**src/rtl/mesh_out_port_wormhole_arb.sv**
```systemverilog
// Output-port arbiter for the mesh router: round-robin selection among input
// directions with wormhole locking from a packet's head flit through its tail.
module mesh_out_port_wormhole_arb #(
  parameter int dirs_p      = 5,
  parameter int width_p     = 8,
  parameter int cnt_width_p = 8
) (
  input  logic                        clk,
  input  logic                        reset,
  input  logic [dirs_p-1:0]           v_i,
  input  logic [dirs_p*width_p-1:0]   data_i,
  input  logic [dirs_p-1:0]           last_i,
  input  logic [dirs_p-1:0]           en_mask_i,
  output logic [dirs_p-1:0]           yumi_o,
  output logic                        v_o,
  output logic [width_p-1:0]          data_o,
  output logic                        last_o,
  input  logic                        ready_and_i,
  output logic [dirs_p-1:0]           grant_o,
  output logic                        locked_o,
  output logic [cnt_width_p-1:0]      pkt_cnt_o
);

  localparam int iw_lp = (dirs_p > 1) ? $clog2(dirs_p) : 1;

  typedef enum logic [0:0] {IDLE = 1'b0, LOCKED = 1'b1} state_e;

  state_e                 state_r, state_n;
  logic [iw_lp-1:0]       rr_ptr_r, rr_ptr_n, lock_idx_r, lock_idx_n;
  logic [iw_lp-1:0]       win_idx_s, sel_idx_s, scan_idx_s;
  logic [cnt_width_p-1:0] pkt_cnt_r, pkt_cnt_n;
  logic [dirs_p-1:0]      cand_s, grant_s;
  logic [width_p-1:0]     data_s;
  logic                   found_s, locked_s, sel_v_s, v_s, last_s, hs_s;

  function automatic logic [iw_lp-1:0] wrap_inc(input logic [iw_lp-1:0] idx);
    return (idx == iw_lp'(dirs_p - 1)) ? '0 : idx + iw_lp'(1'b1);
  endfunction

  // Round-robin search: first candidate at or after rr_ptr, modulo dirs_p
  always_comb begin
    cand_s     = v_i & en_mask_i;
    found_s    = 1'b0;
    win_idx_s  = '0;
    scan_idx_s = '0;
    for (int k = 0; k < dirs_p; k++) begin
      scan_idx_s = iw_lp'((int'(rr_ptr_r) + k) % dirs_p);
      win_idx_s  = (!found_s && cand_s[scan_idx_s]) ? scan_idx_s : win_idx_s;
      found_s    = found_s | cand_s[scan_idx_s];
    end
  end

  assign locked_s  = (state_r == LOCKED);
  assign sel_idx_s = locked_s ? lock_idx_r : win_idx_s;
  assign sel_v_s   = locked_s | found_s;
  assign v_s       = locked_s ? v_i[lock_idx_r] : found_s;

  // One-hot grant and flit mux from the selected input
  always_comb begin
    grant_s = '0;
    data_s  = '0;
    last_s  = 1'b0;
    for (int d = 0; d < dirs_p; d++) begin
      grant_s[d] = sel_v_s && (sel_idx_s == iw_lp'(d));
      data_s     = grant_s[d] ? data_i[d*width_p +: width_p] : data_s;
      last_s     = grant_s[d] ? last_i[d] : last_s;
    end
  end

  // Reset masks every handshake-visible output so nothing is consumed that cycle
  assign grant_o   = reset ? '0 : grant_s;
  assign v_o       = v_s & ~reset;
  assign locked_o  = locked_s & ~reset;
  assign data_o    = data_s;
  assign last_o    = last_s;
  assign hs_s      = v_o & ready_and_i;
  assign yumi_o    = hs_s ? grant_o : '0;
  assign pkt_cnt_o = pkt_cnt_r;

  // Next-state: lock on a head flit, release and advance the pointer on a tail
  always_comb begin
    state_n    = state_r;
    rr_ptr_n   = rr_ptr_r;
    lock_idx_n = lock_idx_r;
    pkt_cnt_n  = pkt_cnt_r;
    case (state_r)
      IDLE: begin
        if (hs_s && last_s) begin
          rr_ptr_n  = wrap_inc(win_idx_s);
          pkt_cnt_n = pkt_cnt_r + cnt_width_p'(1'b1);
        end else if (hs_s) begin
          state_n    = LOCKED;
          lock_idx_n = win_idx_s;
        end else begin
          state_n = IDLE;
        end
      end
      LOCKED: begin
        if (hs_s && last_s) begin
          state_n   = IDLE;
          rr_ptr_n  = wrap_inc(lock_idx_r);
          pkt_cnt_n = pkt_cnt_r + cnt_width_p'(1'b1);
        end else begin
          state_n = LOCKED;
        end
      end
      default: begin
        state_n = IDLE;
      end
    endcase
  end

  // State, pointer, lock owner and packet counter registers
  always_ff @(posedge clk) begin
    if (reset) begin
      state_r    <= IDLE;
      rr_ptr_r   <= '0;
      lock_idx_r <= '0;
      pkt_cnt_r  <= '0;
    end else begin
      state_r    <= state_n;
      rr_ptr_r   <= rr_ptr_n;
      lock_idx_r <= lock_idx_n;
      pkt_cnt_r  <= pkt_cnt_n;
    end
  end

endmodule

```
**config.mk**
```make
export PLATFORM = sky130hd
export DESIGN_NAME = mesh_out_port_wormhole_arb
export DESIGN_NICKNAME = d
export VERILOG_FILES = /design/src/rtl/mesh_out_port_wormhole_arb.sv
export SDC_FILE = /design/constraint.sdc
export NUM_CORES = 1
export LEC_CHECK = 0
export ABC_CLOCK_PERIOD_IN_PS = 15660
export BUFFER_PORTS_ARGS = -buffer_cell sky130_fd_sc_hd__buf_2
export CELL_PAD_IN_SITES_DETAIL_PLACEMENT = 1
export CELL_PAD_IN_SITES_GLOBAL_PLACEMENT = 1
export CORE_AREA = 4 4 92 94
export CTS_CLUSTER_SIZE = 14
export DETAILED_ROUTE_END_ITERATION = 6
export DIE_AREA = 0 0 96 98
export PLACE_DENSITY = 0.9
export SYNTH_ARGS = -nofsm -noshare
export SYNTH_HDL_FRONTEND = slang
export SYNTH_SLANG_ARGS = --single-unit
```
**constraint.sdc**
```tcl
create_clock -name clk -period 15.66 [get_ports clk]
set_clock_uncertainty 0.15 [all_clocks]
set_input_delay 1.566 -clock clk [delete_from_list [all_inputs] [get_ports clk]]
set_output_delay 1.566 -clock clk [all_outputs]
set_load 0.01 [all_outputs]
```
==> impl_metrics.ini <==
[clocking]
cts_tree = built
cts_resized = 0
clk_pin_slew_worst_paths_ns = 0.06
holdBufCountCts = 0
cts_max_path_buffers = 2
worstSkewPairLatency_ns = 0.26
numCtsBuffers = 3
clock_sinks = 15
root_buffer = clkbuf_8
h-tree-depth = 1
post_cts_buffers = 0

[timing]
maxSlewHeadroom_pct = 49.09
slew_violations = 0
tightest_slew_ns = 0.7637
setup_viol = 0
fmax_ghz = 0.1156
finalHoldViolCount = 0
rsz0062_at_grt = no
post-route-min-period_ns = 8.648
finalCritPeriodShare_pct = 55.22
finalSetupTns_ns = 0

[hold_path]
hp-class = reg -> reg
hold_start = pkt_cnt_o[2]
whs_endpoint = pkt_cnt_o[2]
hold_path_depth = 1

[route]
num_vias = 3605
wl_per_cell_um = 19.65
ant_nets = 0
drt-pass1-iter-count = 5
drt_iter0_markers = 175
via_per_inst = 6.141
finalWirelength_um = 11540
drc = 0

[critical_path]
critPathMaxFanout = 14
path_class = reg -> out
max_stage_delay_ns = 0.62
cpMaxStageDelayCell = ha_1
start_kind = flop
path_cells = inv_1, ha_1, inv_1, ha_1, or3b_2, o22ai_1, or2_2, ha_1, nor3_1, a21oi_1, o211ai_1, a2111oi_1, nor2_1, a31o_2, a211oi_1, o21ai_0, or2_2, nand3b_1, o221ai_1, buf_2
crit_buf_inv = 3
cp_common_cell = ha_1
cp_top_family = compound AO/OA/AOI/OAI gates
reg2reg_slack_ns = 8.69
cp.arrival_ns = 6.93
endpoint_kind = primary output
r2r.worst_path.cells = 20
reg2reg_to = pkt_cnt_o[7]
critical_path_required_ns = 13.94
worstReg2RegStart = rr_ptr_r[1]
critical_path_depth = 20

[synth]
postSynthAreaPerCell_um2 = 7.359
yosysWarnings = 0
synth_nets = 497
synth-async-reset-ratio_pct = 0
synth_top_area_share_pct = 9.856
yosysSeqAreaShare_pct = 9.856
synth-simple-area-share_pct = 28.21
post_synth_main_area_contributors = dfxtp_1 9.9%, ha_1 9.9%, mux2i_1 7.2%
synth-xor-area-share_pct = 2.875
syn_area_mm2 = 0.003047
synth_enable_flop_cells = 0
synth.distinct_cells = 80
ys_seq_elements = 15
synth.mux.area_fraction_pct = 12.40
syn_inst = 414
yosys.area.top_type = dfxtp_1
synth_top_family_by_area = compound AO/OA/AOI/OAI gates
synth_compound_area_share_pct = 29.20
synth_top_flop_cell = dfxtp_1
synth_fa_ha_area_share_pct = 10.51

[floorplan]
chipWidth_um = 96
die_area_mm2 = 0.009408
dieHeight_um = 98
rows = 32
io-pin-count = 87
core_area_mm2 = 0.007647
start_util_pct = 39.84

[global_route]
grt_pass1_vias = 3760
grt_pass1_wl_um = 18350
antenna_found_initial = 0
grt_overflow_total = 0
grt_use_total_pct = 24.32
grt_max_degree = 32

[cells_and_area]
area_growth_pct = 16.96
layout.cells.non_filler = 587
n_antenna_cell = 0
final_nets = 569
drive_above_1_share_pct = 23.92

[placement]
placed_cells = 583
place_congestion = 0.9034
hpwl_um = 9273
port-buffer-count = 86

[outcome]
status = completed

[flow_run]
maxCapViolations = 0
==> flip-flops by register name (all words and copies together) (netlist names), named ones only <==
name        cells
lock_idx_r      3
rr_ptr_r        3
pkt_cnt_o       8
==> Yosys cell counts (5+ instances only) <==
cell / n
xnor2_1: 5
o21ai_0: 16
nor2b_1: 10
nor3_1: 11
clkbuf_1: 11
dfxtp_1: 15
a31oi_1: 7
ha_1: 24
nand2_1: 33
inv_1: 28
and2_1: 9
nor2_1: 33
nand3_1: 12
mux2i_1: 22
o221ai_1: 9
nand2b_1: 7
a21oi_1: 35
o211ai_1: 6
==> stage by stage <==
stage / cell area [um2] / hold WS [ns] / util (%) / worst slack (ns)
CTS: 3563 / 0.3968 / 46.60 / 7.126
global route: 3563 / 0.4345 / 46.60 / 6.495
detailed placement: 3517 / 0.3798 / 45.99 / 7.459
floorplan: 3047 / 0.3480 / - / 8.718
finish: 3563 / 0.4121 / 46.60 / 7.012
global placement: 3517 / 0.3668 / 45.99 / 7.713
==> layout make-up <==
class / count / area [um2]
fill: 1008 / 4084
tap: 102 / 127.6
inverter: 29 / 108.9
timing repair buffer: 88 / 445.4
clock inverter: 1 / 5.005
multi-input combinational: 349 / 2535
sequential: 15 / 300.3
clock buffer: 3 / 41.29
==> metal layers <==
metal / track usage, % / up-vias / wire length [um]
li1: - / 1708 / -
met1: 27.96 / 1719 / 4728
met2: 42.38 / 138 / 5607
met3: 3.852 / 40 / 675
met4: 12.47 / 0 / 524
met5: 0 / - / 0
==> logic make-up (layout without fill, tap and decap cells) <==
kind of cell,after synthesis,after routing
AND/OR/NAND/NOR,157,157
buffers and inverters,50,121
adder cells (fa/ha/maj),25,25
flip-flops,15,15
multiplexers,33,33
AO/OA/AOI/OAI,127,127
XOR/XNOR,7,7
==> placed cells by master (no fill, tap or decap), types with 4 or more instances in the layout <==
| cell | Yosys | layout |
|---|---|---|
| mux2i_1 | 22 | 22 |
| nand2b_1 | 7 | 7 |
| o221ai_1 | 9 | 9 |
| mux2_2 | 4 | 4 |
| a211oi_1 | 4 | 4 |
| o211ai_1 | 6 | 6 |
| inv_1 | 28 | 28 |
| nor4_1 | 4 | 4 |
| o22ai_1 | 4 | 4 |
| nand3_1 | 12 | 12 |
| or3_1 | 4 | 4 |
| dfxtp_1 | 15 | 15 |
| nor2b_1 | 10 | 10 |
| a311oi_1 | 4 | 4 |
| buf_2 | 4 | 86 |
| a31oi_1 | 7 | 7 |
| nand2_1 | 33 | 33 |
| xnor2_1 | 5 | 5 |
| a21oi_1 | 35 | 35 |
| nor2_1 | 33 | 33 |
| nor3_1 | 11 | 11 |
| ha_1 | 24 | 24 |
| mux2_1 | 4 | 4 |
| o21ai_0 | 16 | 16 |
| and2_1 | 9 | 9 |
| nand4b_1 | 4 | 4 |
==> how the worst max path moves through the flow <==
stage	from	to	slack, ns
floorplan	rr_ptr_r[0]	data_o[0]	8.72
global placement	rr_ptr_r[1]	data_o[7]	7.71
detailed placement	rr_ptr_r[1]	data_o[6]	7.46
CTS	rr_ptr_r[1]	data_o[6]	7.13
global route	rr_ptr_r[1]	data_o[5]	6.50
finish	rr_ptr_r[1]	data_o[5]	7.01
Power is not shown: default switching activity piles up to over one toggle a cycle in this logic, so the estimate is an artifact.
